[config.mk]
export PLATFORM = sky130hd
export DESIGN_NAME = id_ex_stage_reg
export DESIGN_NICKNAME = d
export VERILOG_FILES = /design/src/rtl/mips_pipe_defs.sv /design/src/rtl/hazard_classifier.sv /design/src/rtl/id_ex_stage_reg.sv
export SDC_FILE = /design/constraint.sdc
export NUM_CORES = 1
export LEC_CHECK = 0
export BUFFER_PORTS_ARGS = -buffer_cell sky130_fd_sc_hd__buf_4
export CORE_MARGIN = 2
export CORE_UTILIZATION = 41
export DETAILED_ROUTE_END_ITERATION = 10
export GPL_TIMING_DRIVEN = 0
export MAX_ROUTING_LAYER = met4
export PLACE_DENSITY = 0.87
export SYNTH_ARGS = -nofsm -noshare
export SYNTH_HDL_FRONTEND = slang
export SYNTH_SLANG_ARGS = --single-unit
[constraint.sdc]
create_clock -name clk -period 2 [get_ports clk]
set_input_delay 0.2 -clock clk [delete_from_list [all_inputs] [get_ports clk]]
set_output_delay 0.2 -clock clk [all_outputs]
set_load 0.1 [all_outputs]
[src/rtl/mips_pipe_defs.sv]
// Shared definitions for the MIPS-style ID/EX stage: stall FSM states,
// default field widths and the bubble control word.
package mips_pipe_defs;

    localparam int DEF_REG_ADDR_W = 5;
    localparam int DEF_ALUOP_W    = 4;

    typedef enum logic {
        ST_RUN  = 1'b0,
        ST_HOLD = 1'b1
    } stall_state_e;

    typedef struct packed {
        logic valid;
        logic regwrite;
        logic memread;
        logic memwrite;
        logic memtoreg;
        logic alusrc;
    } ex_ctrl_t;

    // A bubble must never write state, so every control bit is clear.
    localparam ex_ctrl_t BUBBLE_CTRL = '0;

    function automatic logic [1:0] max_bubbles(input logic [1:0] a, input logic [1:0] b);
        return (a > b) ? a : b;
    endfunction

endpackage

[src/rtl/hazard_classifier.sv]
// Combinational hazard detector: number of bubbles (0..2) the instruction in ID
// needs before it may enter EX, given ID/EX and EX/MEM contents.
module hazard_classifier
    import mips_pipe_defs::*;
#(
    parameter int REG_ADDR_W = DEF_REG_ADDR_W
) (
    input  logic                  if_id_valid,
    input  logic [REG_ADDR_W-1:0] if_id_rs,
    input  logic [REG_ADDR_W-1:0] if_id_rt,
    input  logic                  uses_rt,
    input  logic                  branch,
    input  logic                  id_ex_valid,
    input  logic                  id_ex_regwrite,
    input  logic                  id_ex_memread,
    input  logic [REG_ADDR_W-1:0] id_ex_wreg,
    input  logic                  ex_mem_memread,
    input  logic [REG_ADDR_W-1:0] ex_mem_rd,
    output logic [1:0]            bubble_count
);

    logic ex_match;
    logic mem_match;
    logic [1:0] load_n;
    logic [1:0] br_alu_n;
    logic [1:0] br_mem_n;

    // Register $0 is hard-wired, so it never creates a dependency.
    assign ex_match  = if_id_valid && (id_ex_wreg != '0) &&
                       ((if_id_rs == id_ex_wreg) || (uses_rt && (if_id_rt == id_ex_wreg)));
    assign mem_match = if_id_valid && (ex_mem_rd != '0) &&
                       ((if_id_rs == ex_mem_rd) || (uses_rt && (if_id_rt == ex_mem_rd)));

    always_comb begin
        load_n   = 2'd0;
        br_alu_n = 2'd0;
        br_mem_n = 2'd0;
        if (id_ex_valid && id_ex_memread && ex_match)
            load_n = branch ? 2'd2 : 2'd1;
        if (branch && id_ex_valid && id_ex_regwrite && !id_ex_memread && ex_match)
            br_alu_n = 2'd1;
        if (branch && ex_mem_memread && mem_match)
            br_mem_n = 2'd1;
        bubble_count = max_bubbles(load_n, max_bubbles(br_alu_n, br_mem_n));
    end

endmodule

[src/rtl/id_ex_stage_reg.sv]
// ID/EX pipeline register with load-use / branch-in-ID stall control.
// Optional HAZARD_STATS_EN adds saturating STALL_CYCLES and FLUSH_COUNT outputs.
module id_ex_stage_reg
    import mips_pipe_defs::*;
#(
    parameter int DATA_W     = 32,
    parameter int REG_ADDR_W = DEF_REG_ADDR_W,
    parameter int ALUOP_W    = DEF_ALUOP_W
) (
    input  logic                  clk,
    input  logic                  rst_n,
    input  logic                  GLOBAL_STALL,
    input  logic                  FLUSH,
    input  logic                  IF_ID_VALID,
    input  logic [REG_ADDR_W-1:0] IF_ID_RS,
    input  logic [REG_ADDR_W-1:0] IF_ID_RT,
    input  logic [REG_ADDR_W-1:0] IF_ID_RD,
    input  logic                  ID_USES_RT,
    input  logic                  ID_BRANCH,
    input  logic                  ID_REGWRITE,
    input  logic                  ID_MEMREAD,
    input  logic                  ID_MEMWRITE,
    input  logic                  ID_MEMTOREG,
    input  logic                  ID_ALUSRC,
    input  logic                  ID_REGDST,
    input  logic [ALUOP_W-1:0]    ID_ALUOP,
    input  logic [DATA_W-1:0]     ID_RD1,
    input  logic [DATA_W-1:0]     ID_RD2,
    input  logic [DATA_W-1:0]     ID_IMM,
    input  logic                  EX_MEM_MEMREAD,
    input  logic [REG_ADDR_W-1:0] EX_MEM_RD,
    output logic                  ID_EX_VALID,
    output logic                  ID_EX_REGWRITE,
    output logic                  ID_EX_MEMREAD,
    output logic                  ID_EX_MEMWRITE,
    output logic                  ID_EX_MEMTOREG,
    output logic                  ID_EX_ALUSRC,
    output logic [ALUOP_W-1:0]    ID_EX_ALUOP,
    output logic [REG_ADDR_W-1:0] ID_EX_RS,
    output logic [REG_ADDR_W-1:0] ID_EX_RT,
    output logic [REG_ADDR_W-1:0] ID_EX_WREG,
    output logic [DATA_W-1:0]     ID_EX_RD1,
    output logic [DATA_W-1:0]     ID_EX_RD2,
    output logic [DATA_W-1:0]     ID_EX_IMM,
    output logic                  PC_WRITE,
    output logic                  IF_ID_WRITE,
    output logic                  HAZ_STALL
`ifdef HAZARD_STATS_EN
    ,
    output logic [31:0]           STALL_CYCLES,
    output logic [31:0]           FLUSH_COUNT
`endif
);

    stall_state_e state;
    logic [1:0]   hold_cnt;
    logic [1:0]   haz_count;
    logic         bubble_now;

    hazard_classifier #(
        .REG_ADDR_W(REG_ADDR_W)
    ) u_classifier (
        .if_id_valid    (IF_ID_VALID),
        .if_id_rs       (IF_ID_RS),
        .if_id_rt       (IF_ID_RT),
        .uses_rt        (ID_USES_RT),
        .branch         (ID_BRANCH),
        .id_ex_valid    (ID_EX_VALID),
        .id_ex_regwrite (ID_EX_REGWRITE),
        .id_ex_memread  (ID_EX_MEMREAD),
        .id_ex_wreg     (ID_EX_WREG),
        .ex_mem_memread (EX_MEM_MEMREAD),
        .ex_mem_rd      (EX_MEM_RD),
        .bubble_count   (haz_count)
    );

    // HOLD always bubbles; RUN bubbles only when a hazard is seen this cycle.
    assign bubble_now  = (state == ST_HOLD) || (haz_count != 2'd0);
    assign HAZ_STALL   = !GLOBAL_STALL && !FLUSH && bubble_now;
    assign PC_WRITE    = !GLOBAL_STALL && (FLUSH || !bubble_now);
    assign IF_ID_WRITE = PC_WRITE;

    always_ff @(posedge clk) begin
        if (!rst_n) begin
            {ID_EX_VALID, ID_EX_REGWRITE, ID_EX_MEMREAD,
             ID_EX_MEMWRITE, ID_EX_MEMTOREG, ID_EX_ALUSRC} <= BUBBLE_CTRL;
            ID_EX_ALUOP <= '0;
            ID_EX_RS    <= '0;
            ID_EX_RT    <= '0;
            ID_EX_WREG  <= '0;
            ID_EX_RD1   <= '0;
            ID_EX_RD2   <= '0;
            ID_EX_IMM   <= '0;
            state       <= ST_RUN;
            hold_cnt    <= 2'd0;
        end else if (!GLOBAL_STALL) begin
            if (FLUSH || bubble_now) begin
                {ID_EX_VALID, ID_EX_REGWRITE, ID_EX_MEMREAD,
                 ID_EX_MEMWRITE, ID_EX_MEMTOREG, ID_EX_ALUSRC} <= BUBBLE_CTRL;
                ID_EX_ALUOP <= '0;
                ID_EX_RS    <= '0;
                ID_EX_RT    <= '0;
                ID_EX_WREG  <= '0;
                ID_EX_RD1   <= '0;
                ID_EX_RD2   <= '0;
                ID_EX_IMM   <= '0;
                if (FLUSH) begin
                    state    <= ST_RUN;
                    hold_cnt <= 2'd0;
                end else if (state == ST_RUN) begin
                    if (haz_count == 2'd2) begin
                        state    <= ST_HOLD;
                        hold_cnt <= 2'd1;
                    end
                end else begin
                    hold_cnt <= hold_cnt - 2'd1;
                    if (hold_cnt <= 2'd1)
                        state <= ST_RUN;
                end
            end else begin
                ID_EX_VALID    <= IF_ID_VALID;
                ID_EX_REGWRITE <= ID_REGWRITE;
                ID_EX_MEMREAD  <= ID_MEMREAD;
                ID_EX_MEMWRITE <= ID_MEMWRITE;
                ID_EX_MEMTOREG <= ID_MEMTOREG;
                ID_EX_ALUSRC   <= ID_ALUSRC;
                ID_EX_ALUOP    <= ID_ALUOP;
                ID_EX_RS       <= IF_ID_RS;
                ID_EX_RT       <= IF_ID_RT;
                ID_EX_WREG     <= ID_REGDST ? IF_ID_RD : IF_ID_RT;
                ID_EX_RD1      <= ID_RD1;
                ID_EX_RD2      <= ID_RD2;
                ID_EX_IMM      <= ID_IMM;
            end
        end
    end

`ifdef HAZARD_STATS_EN
    always_ff @(posedge clk) begin
        if (!rst_n) begin
            STALL_CYCLES <= '0;
            FLUSH_COUNT  <= '0;
        end else begin
            if (HAZ_STALL && (STALL_CYCLES != '1))
                STALL_CYCLES <= STALL_CYCLES + 32'd1;
            if (FLUSH && !GLOBAL_STALL && (FLUSH_COUNT != '1))
                FLUSH_COUNT <= FLUSH_COUNT + 32'd1;
        end
    end
`endif

endmodule

== After elaboration in Yosys (flattened, before gate mapping) ==
Cells that the tools add are included.

* Output and inout port bits: 124
* Register bits after elaboration: 124
* Word-level logic and storage cells: 84
* Input bits: 134

* Muxes and demuxes: 27
* Equal/unequal tests: 5
* Order comparisons: 3
* Add/subtract/negate cells: 1
* Reduce and logical (&&, ||, !) cells: 32
* Bitwise logic cells: 1

{| class="wikitable"
|+ Operators with widths
! cell !! number
|-
| 32-bit two-way mux || 3
|-
| 5-bit equality test || 4
|-
| 5-bit two-way mux || 4
|-
| 1-bit logical AND || 17
|-
| 1-bit two-way mux || 13
|-
| 2-bit two-way mux || 6
|-
| 5-bit nonzero test || 2
|-
| 1-bit logical OR || 5
|-
| 1-bit logical NOT || 4
|-
| 4-bit two-way mux || 1
|-
| 3-bit AND reduction || 1
|-
| 3-bit nonzero test || 1
|-
| 2-bit equality test, second input constant || 1
|-
| 2-bit greater-than comparator || 1
|-
| 2-bit by 1-bit less-or-equal comparator with 1-bit output, second input constant || 1
|-
| 2-bit AND reduction || 1
|-
| 2-bit nonzero test || 1
|-
| 2-bit by 1-bit subtractor with 2-bit output, second input constant || 1
|-
| 1-bit greater-than comparator || 1
|-
| 1-bit NOT || 1
|}

== Depth between registers and ports, before layout ==
Gate-level depths: netlist (run 1).

* Depth in word-level cells: 15
* Mapped depth: 8
* Gate-level depth less buffers: 5

== Hierarchy ==
A second synthesis (run 1) with hierarchy kept.

* Cells, all modules: 491
* Area total of the unflattened synthesis: 5056.1 um^2

{| class="wikitable"
|+ Modules (own cells, without submodules)
! module !! sequential area each (um^2) !! cells each !! instances !! area each (um^2)
|-
| id_ex_stage_reg || 2482.4 || 451 || 1 || 4745.8
|-
| hazard_classifier || 0.0 || 40 || 1 || 310.3
|}

== Least setup slack after synthesis (run 1) ==
OpenSTA, ideal clock, no wires.

* Path type: register -> output
* Start point: register ID_EX_WREG[4]
* End point: output PC_WRITE
* Arrival: 4.936 ns
* Cell stages (with the launch flop): 9
* Path slack: -3.136 ns
* Data required time: 1.800 ns
* Path through: dfxtp_1 > xor2_1 > nor4_1 > a32oi_1 > nor4_4 > buf_2 > buf_4 > o31ai_1 > buf_4

* Cells in the longest elaborated chain, start to end: 15
* Elaborated cells between the ends (all ways): 20

{| class="wikitable"
|+ RTL lines
! item !! line !! RTL
|-
| start: declaration || id_ex_stage_reg.sv:41 || <nowiki>output logic [REG_ADDR_W-1:0] ID_EX_WREG,</nowiki>
|-
| start signal: assignment || id_ex_stage_reg.sv:130 || <nowiki>ID_EX_WREG <= ID_REGDST ? IF_ID_RD : IF_ID_RT;</nowiki>
|-
| 5-bit equality test || hazard_classifier.sv:30 || <nowiki>((if_id_rs == id_ex_wreg) || (uses_rt && (if_id_rt == id_ex_wreg)));</nowiki>
|-
| 1-bit logical AND || hazard_classifier.sv:30 ||
|-
| 1-bit logical OR || hazard_classifier.sv:30 ||
|-
| 1-bit logical AND * || hazard_classifier.sv:29 || <nowiki>assign ex_match = if_id_valid && (id_ex_wreg != '0) &&</nowiki>
|-
| 1-bit logical AND || hazard_classifier.sv:40 || <nowiki>if (branch && id_ex_valid && id_ex_regwrite && !id_ex_memread && ex_match)</nowiki>
|-
| 1-bit two-way mux || hazard_classifier.sv:40 ||
|-
| 1-bit greater-than comparator || mips_pipe_defs.sv:26 || <nowiki>return (a > b) ? a : b;</nowiki>
|-
| 1-bit two-way mux || mips_pipe_defs.sv:26 ||
|-
| 2-bit greater-than comparator || mips_pipe_defs.sv:26 ||
|-
| 2-bit two-way mux * || mips_pipe_defs.sv:26 ||
|-
| 2-bit nonzero test * || id_ex_stage_reg.sv:78 || <nowiki>assign bubble_now = (state == ST_HOLD) || (haz_count != 2'd0);</nowiki>
|-
| 1-bit logical OR * || id_ex_stage_reg.sv:78 ||
|-
| 1-bit logical NOT * || id_ex_stage_reg.sv:80 || <nowiki>assign PC_WRITE = !GLOBAL_STALL && (FLUSH || !bubble_now);</nowiki>
|-
| 1-bit logical OR * || id_ex_stage_reg.sv:80 ||
|-
| 1-bit logical AND * || id_ex_stage_reg.sv:80 ||
|-
| end: declaration || id_ex_stage_reg.sv:45 || <nowiki>output logic PC_WRITE,</nowiki>
|}

Mark *: on every way between the ends. The rest lies on a longest branch, timed or not.

== Final worst setup path (run 1) ==
* Start point: register ID_EX_WREG[3]
* End point: output PC_WRITE

Same word-level chain as after synthesis.

==> results of run 1 <==
[repair_timing]
item / CTS / global route
endpoints found under the setup margin: 124 / 125
hold buffers: 0 / 0
cloned: 0 / 0
pin swaps: 6 / 1
setup buffers: 10 / 1
gates resized for setup: 33 / 9
[power groups by stage]
stage                     Sequential (uW)  Clock (uW)  Combinational [uW]
final                                2630        2830                1410
after global routing                 2630        2990                1470
after CTS                            2630        2870                1410
after detailed placement             2680           0                1380
after global placement               2670           0                1370
after floorplan                      3370           0                 231
[worst register-to-register path: stages (launching register included)]
cell,delay (ps)
sky130_fd_sc_hd__dfxtp_4,370
sky130_fd_sc_hd__or4_4,560
sky130_fd_sc_hd__nor2_4,140
sky130_fd_sc_hd__nor4_4,70
sky130_fd_sc_hd__buf_6,130
sky130_fd_sc_hd__buf_4,190
sky130_fd_sc_hd__buf_4,190
sky130_fd_sc_hd__o31ai_1,260
[metal layers]
metal | part of all wire [%] | track usage, % | up-vias
li1 | - | - | 2668
met1 | 41 | 28.2 | 2493
met2 | 50 | 41.5 | 211
met3 | 7.1 | 6.88 | 22
met4 | 1.7 | 10.2 | 0
met5 | 0 | - | -
[final timing paths]
check | endpoint | cells past startpoint | start
setup / recovery | PC_WRITE | 8 | ID_EX_WREG[3]$_SDFFE_PN0N_
hold / removal | hold_cnt[1]$_SDFFE_PN0P_ | 2 | FLUSH
setup reg to reg | ID_EX_RD1[25]$_SDFFE_PN0N_ | 7 | ID_EX_WREG[3]$_SDFFE_PN0N_
hold reg to reg | ID_EX_RD1[28]$_SDFFE_PN0N_ | 2 | ID_EX_RD1[28]$_SDFFE_PN0N_
[cells in the mapped netlist (all sizes together)]
| master | instances |
|---|---|
| a21oi | 3 |
| a32oi | 2 |
| and2 | 2 |
| and3 | 1 |
| buf | 10 |
| clkbuf | 45 |
| dfxtp | 124 |
| ha | 1 |
| inv | 1 |
| mux2 | 5 |
| nand2 | 244 |
| nand2b | 2 |
| nand3 | 1 |
| nand4 | 1 |
| nor2 | 5 |
| nor2b | 1 |
| nor3 | 3 |
| nor4 | 4 |
| o2111ai | 1 |
| o211ai | 1 |
| o21a | 1 |
| o21ai | 2 |
| o21bai | 1 |
| o31ai | 123 |
| o41ai | 1 |
| or3 | 1 |
| or4 | 2 |
| xnor2 | 2 |
| xor2 | 18 |
[cells by family after synthesis]
logic type / count (synthesis) / share of synthesized area [%]
buf+inv: 56 / 4.54
fa+ha+maj: 1 / 0.249
xor+xnor: 20 / 3.49
flops: 124 / 49.5
simple gates: 267 / 21.1
mux: 5 / 1.12
compound gates: 135 / 20.0
[registers in the layout (all words and copies together) (netlist names), 2 cells and up]
signal / count
ID_EX_ALUOP: 4
ID_EX_IMM: 32
ID_EX_RD1: 32
ID_EX_RD2: 32
ID_EX_RS: 5
ID_EX_RT: 5
ID_EX_WREG: 5
hold_cnt: 2
[area by class of cell]
cell class | count | area (um2)
plain buffers | 55 | 303
clock inverters | 8 | 66.3
clock buffers | 23 | 478
flip-flops and latches | 124 | 2500
inverters | 1 | 3.75
well taps | 147 | 184
repair buffers | 268 | 2040
fillers | 1014 | 4010
multi-input cells | 428 | 2370
[through the flow]
step / setup TNS [ps] / total power, uW / hold slack [ps] / std cells / worst slack, ps
after floorplan: -6520 / 3600 / 306 / 608 / -987
after global placement: -53410 / 4040 / 433 / 1012 / -754
after detailed placement: -52900 / 4060 / 436 / 1012 / -744
after CTS: -5870 / 6900 / 0.0725 / 1053 / -543
after global routing: -7030 / 7100 / 9.48 / 1054 / -629
final: -1440 / 6870 / 17.6 / 1054 / -540
==> out/summary.md, run 1 <==
- 9.82 ps — Max Clock Skew
- -540 ps — least setup slack across all paths after layout
- 5,394 — total via count in the routed design
- 2540 ps — minimum period implied by the final worst setup slack
- 0 — yosys warns
- sky130_fd_sc_hd__buf_4 — most frequent standard cell in the layout excluding fill and tap cells
- 0 — count of nets left with antenna violations after detail routing
- 5 — DRT Pass-1 Iters
- 115 um — overall die width
- 0 — count of unresolved DRC violations after routing
- 2100 uW — sw power
- flop — crit start category
- simple AND/OR/NAND/NOR gates — Top Family by Delay on Critical Path
- 58.3% — layout overhead on the synthesized area
- 66.5% — core occupancy in the finished layout
- negative setup slack — violations in the final reports
- 257 — I/O Buffers
- 15.5 um — post-detailed-route wirelength per cell
- sky130_fd_sc_hd__buf_12 — cell with the most instances on the worst path
- sky130_fd_sc_hd__dfxtp_1 49%, sky130_fd_sc_hd__o31ai_1 18%, sky130_fd_sc_hd__nand2_1 18%, sky130_fd_sc_hd__clkbuf_1 3.4%, sky130_fd_sc_hd__xor2_1 3.1% — top post-synthesis cells by area
- 573 ps — transition time of the tightest slew-check pin
- 124 — FF+latch count, synth
- true — setup repair after global routing missed its margin
- 50 ps — CTS clock-pin slew for the worst setup and hold paths
- 0.0131 mm2 — area enclosed by the die boundary
- 5,170 — number of global-route vias before repair
- 2 — buffers from clock root to sink, at most
- 0.00502 mm2 — area of the mapped netlist
- 8.26 um2 — mean post-synth cell area
- 127% — share of the clock period used by the worst path after layout
- 0 — maxcap violations
- 267 x sky130_fd_sc_hd__buf_4, 244 x sky130_fd_sc_hd__nand2_1, 121 x sky130_fd_sc_hd__o31ai_1 — most frequent cells in the layout
- 0.00719 mm2 — Post-DP Area
- 2340 ps — arrival time at the worst endpoint
- 10 ps — setup slack of the most critical reg-to-reg path
- 115 um — vertical die dimension
- 49.5% — part of the Yosys area used for sequential elements
- complete, but fails checks — status
- 24.9% — Global Route Usage Sum
- 20.6% — Comb pwr share
- 560 ps — Critical Path Max Stage Delay
- 0 — Final Max Tran Viols
- 0 — number of antenna cells inserted
- 0.0120 mm2 — core region area
- 16.3 mm — routed wire length
- 17 — TritonCTS Buffers
- 4760 uW — Int Pwr
- 38.2% — sequential share of power
- or4_4 > nor2_4 > nor4_4 > buf_6 > buf_8 > o31ai_4 > buf_12 > buf_12 — list of cells traversed by the critical path
- output port — capturing element type of the critical path
- 394 — Detailed Route Iter0 Violations
- 0 — number of failing hold endpoints at the final stage
- 124 — sinks on the clock net
- 30.6% — switching share of total power
- 258 — number of ports placed on the die boundary
- 394 MHz — Max Clock Freq
- 49.5% — proportion of netlist area held by the largest area contributor
- 17 — largest net degree at the start of global routing
- 11.9 mm — half-perimeter wire length after detailed placement
- 42.0% — initial cell density of the core
- 5.12 — average via count per standard cell
- 0.000570 V — VDD IR max
- 41.2% — portion of total power attributed to the clock network
- 5 — maximum fanout along the worst path
- 864 mW/mm2 — Pwr Density
- 0 — initial antenna violation count
- 0.00795 mm2 — post-route design area
- sky130_fd_sc_hd__clkbuf_16 — clock tree root buffer cell
- sky130_fd_sc_hd__or4_4 — Slowest cell on crit path
- 1800 ps — data required time at the worst endpoint
- input port to flop — Hold Path Class
- 1,030 — total number of nets in the final design
- sky130_fd_sc_hd__dfxtp_1 — cell type with the highest aggregate area in the netlist
- 743 — Syn Nets
- 0.889 — routability congestion estimate from global placement
- 31 — Synth cell types
- 4 — maximum level of the CTS H-tree
- 61.8% — relative max-transition margin
- 37.3% — fraction of final layout cells with drive strength greater than 1
- built — TritonCTS clock tree
- 3 — final setup fails
- 608 — post-synthesis cell count
- 0.00343 uW — leakage power
- 24.9 mm — global-route wire length before repair
- 40 — Site Rows
- 0 — GRT overflow
- flop to output port — critical path class
- 4 — Buffers & Inverters on Critical Path
- 410 ps — worst-skew pair later-pin latency
(Power assumes the default switching activity.)
==> run 2, diff against run 1 <==
- ABC_AREA: not set -> 1
- CORE_UTILIZATION: 41 -> 44
- PLACE_DENSITY: 0.87 -> 0.88
==> run 2 against run 1 <==
- wire length grew 29%
- register-to-register slack gained 40 ps
- clock power is 12% higher
- largest power group unchanged
- count of clock-buffer cells in the layout down 5
- the flow still finishes with violations (negative setup slack)
- highest routed layer unchanged
==> out/summary.md, run 2 <==
- complete, but fails checks — status
- negative setup slack — violations in the final reports
- sky130_fd_sc_hd__buf_4 — most frequent standard cell in the layout excluding fill and tap cells
- 124 — sinks on the clock net, unchanged
- 0.00287 mm2 — area taken by multi-input logic gates, +21%
- 32.6 mm — global-route wire length before repair, +31%
- built — TritonCTS clock tree
- flop to output port — critical path class
- 50 ps — setup slack of the most critical reg-to-reg path, +40 ps
- 0 — count of flip-flops with a built-in enable after synthesis, unchanged
- 258 — number of ports placed on the die boundary, unchanged
- 0 — yosys warns, unchanged
- 0.931 — routability congestion estimate from global placement, +4.8%
- sky130_fd_sc_hd__dfxtp_1 — cell type with the highest aggregate area in the netlist
- sky130_fd_sc_hd__clkbuf_16 — clock tree root buffer cell
- flop — crit start category
- 0.000499 V — VDD IR max, -12%
- 43 — Site Rows, +7.5%
- 0.00830 mm2 — Post-DP Area, +15%
- 15.0 um — post-detailed-route wirelength per cell, -3.0%
- 5 — DRT Pass-1 Iters, unchanged
- 2120 ps — minimum period implied by the final worst setup slack, -418 ps
- 13.9 ps — Max Clock Skew, +4.08 ps
- 40.7% — proportion of netlist area held by the largest area contributor, -8.7 points
- 823 mW/mm2 — Pwr Density, -4.8%
- 49.0% — relative max-transition margin, -13 points
- 44.4% — initial cell density of the core, +2.5 points
- 22.8% — Comb pwr share, +2.2 points
- 0 — count of unresolved DRC violations after routing, unchanged
- 124 — FF+latch count, synth, unchanged
- 0.00250 mm2 — Seq. cell area, unchanged
- 5060 uW — Int Pwr, +6.3%
- 0.00610 mm2 — area of the mapped netlist, +21%
- 33.6% — met1 Resource Use GR, +5.4 points
- 0.00913 mm2 — post-route design area, +15%
- sky130_fd_sc_hd__nand2_1 — most common cell in the netlist
- ID_EX_IMM: 32 flops, ID_EX_RD1: 32 flops, ID_EX_RD2: 32 flops — largest registers
- 29.7% — fraction of final layout cells with drive strength greater than 1, -7.6 points
- 15.1 mm — half-perimeter wire length after detailed placement, +28%
- ID_EX_WREG[0]$_SDFFE_PN0N_ — start of the worst register-to-register path
- 0.00440 uW — leakage power, +28%
- 2440 uW — sw power, +16%
- 370 ps — Critical Path Max Stage Delay, -190 ps
- sky130_fd_sc_hd__dfxtp_4 — Slowest cell on crit path
- true — setup repair after global routing missed its margin
- 42.1% — portion of total power attributed to the clock network, +0.9 points
- 2 — buffers from clock root to sink, at most, unchanged
- 17 — largest net degree at the start of global routing, unchanged
- 122 um — overall die width, +6.2%
- 3 — final setup fails, unchanged
- 49.7% — layout overhead on the synthesized area
- output port — capturing element type of the critical path
- hold_cnt[0]$_SDFFE_PN0P_ — reg-to-reg critical path endpoint
- 255 — I/O Buffers, -0.78%
- rst_n — HP Start
- 28.8% — Global Route Usage Sum, +3.9 points
- 7510 uW — Power Total, +9.3%
- 6.69% — global-route track usage on met3, -0.19 points
- 21 — Synth cell types, -32%
- 3 — Hold Path Depth, +1
- ID_EX_WREG[0]$_SDFFE_PN0N_ — worst setup path start
- 0 — number of failing hold endpoints at the final stage, unchanged
- xor2_1 > nor2_1 > nand3_1 > nand2_2 > nand3_4 > nand2_8 > a21oi_4 > buf_12 > buf_16 — list of cells traversed by the critical path
- input port to flop — Hold Path Class
- 6.56 um2 — mean post-synth cell area, -21%
- 5 — maximum fanout along the worst path, unchanged
- 0 — number of antenna cells inserted, unchanged
- 35.1% — sequential share of power, -3.1 points
- 569 — Detailed Route Iter0 Violations, +44%
- -308 ps — Total Neg Setup Slack, +1130 ps
- 7,328 — total via count in the routed design, +36%
- 0% — fraction of registers with async set/reset, unchanged
- 0 — cts-stage hold buffer count, unchanged
- 0 — Final Max Tran Viols, unchanged
- 122 um — vertical die dimension, +6.2%
- 929 — post-synthesis cell count, +53%
- 1,219 — number of filler cells placed in the layout, +20%
- 0 — count of nets left with antenna violations after detail routing, unchanged
- 1,064 — Syn Nets, +43%
- 14 — logic depth of the worst register-to-register path, +7
- 1920 ps — arrival time at the worst endpoint, -420 ps
- 765 ps — transition time of the tightest slew-check pin, +191 ps
- 0 — initial antenna violation count, unchanged
- 106% — share of the clock period used by the worst path after layout, -21 points
- sky130_fd_sc_hd__dfxtp_1 41%, sky130_fd_sc_hd__nand4_1 12%, sky130_fd_sc_hd__nand2_1 11%, sky130_fd_sc_hd__a21oi_1 9.9%, sky130_fd_sc_hd__nor2_1 8.6% — top post-synthesis cells by area
- 6,780 — number of global-route vias before repair, +31%
- -123 ps — least setup slack across all paths after layout, +418 ps
- 1800 ps — data required time at the worst endpoint, about the same
- 0 — GRT overflow, unchanged
- 4 — maximum level of the CTS H-tree, unchanged
- 420 ps — worst-skew pair later-pin latency, about the same
- 17 — TritonCTS Buffers, unchanged
- 0 — maxcap violations, unchanged
- 267 x sky130_fd_sc_hd__buf_4, 175 x sky130_fd_sc_hd__nand2_1, 136 x sky130_fd_sc_hd__nor2_1 — most frequent cells in the layout
- hold_cnt[1]$_SDFFE_PN0P_ — hold worst-path end
- 179 x sky130_fd_sc_hd__nand2_1, 139 x sky130_fd_sc_hd__nor2_1, 124 x sky130_fd_sc_hd__dfxtp_1 — most instantiated cells after synthesis
- 49.0% — met2 track utilization from global routing, +7.4 points
- 60 ps — CTS clock-pin slew for the worst setup and hold paths, about the same
- 32.5% — switching share of total power, +1.9 points
- 1,349 — total number of nets in the final design, +31%
- 0.0137 mm2 — core region area, +15%
- 21.1 mm — routed wire length, +29%
- met2 — Most Crowded Layer GR
- 471 MHz — Max Clock Freq, +20%
- 5.21 — average via count per standard cell, +1.8%
- 40.7% — part of the Yosys area used for sequential elements, -8.7 points
- 0.0148 mm2 — area enclosed by the die boundary, +13%
- sky130_fd_sc_hd__dfxtp_1 — leading register cell type out of synthesis
==> run 2: how the worst max path moves through the flow <==
stage                          end  depth (start not counted)
after floorplan           PC_WRITE                         11
after global placement    PC_WRITE                         13
after detailed placement  PC_WRITE                         13
after CTS                 PC_WRITE                         10
after global routing      PC_WRITE                          9
final                     PC_WRITE                          9
==> run 2: layer usage <==
metal  share of wire, %  vias up
met5                  0        -
met2                 50      360
met1                 39     3356
met4                1.7        0
met3                8.8       29
li1                   -     3583
==> run 2: final cells by class <==
cell class	count	share of cell area, %
Sequential cell	124	27.5
Timing Repair Buffer	269	22.6
Clock inverter	14	1.84
Tap cell	180	2.47
Multi-Input combinational cell	593	31.5
Inverter	133	5.50
Clock buffer	18	4.81
Buffer	76	3.84
==> run 2: power by group through the flow <==
stage,clock network [uW],registers [uW],logic (uW)
6_report,3160,2630,1710
5_1_grt,3320,2640,1810
4_1_cts,3190,2630,1690
3_5_place_dp,0,2680,1640
3_3_place_gp,0,2680,1630
2_1_floorplan,0,3360,451
==> run 2: worst max-delay path: cells and delay by family (launching register included) <==
kind,cells,cell delay (ps)
xor+xnor,1,160
flops,1,370
simple gates,5,560
buf+inv,2,310
compound gates,1,80
==> run 2: repair_timing <==
action | in CTS | in global routing
pin swaps | 9 | 16
setup buffers | 15 | 2
gates resized for setup | 14 | 21
endpoints found under the setup margin | 3 | 96
==> run 2: cells by family (layout without fill, tap and decap cells) <==
group | after synthesis | in the layout | share of synthesized area [%]
compound gates | 136 | 136 | 11.4
xor+xnor | 4 | 4 | 0.575
fa+ha+maj | 1 | 1 | 0.205
buf+inv | 212 | 510 | 14.1
flops | 124 | 124 | 40.7
mux | 1 | 1 | 0.164
simple gates | 451 | 451 | 32.9
==> run 2: stage by stage <==
stage | utilization, % | hold WS, ps | std cells | worst slack (ps)
2_1_floorplan | - | 321 | 929 | -343
3_3_place_gp | 60.5 | 445 | 1364 | -355
3_5_place_dp | 60.5 | 456 | 1364 | -359
4_1_cts | 66.1 | 47.3 | 1410 | -148
5_1_grt | 66.5 | 52.9 | 1407 | -194
6_report | 66.5 | 58.0 | 1407 | -123
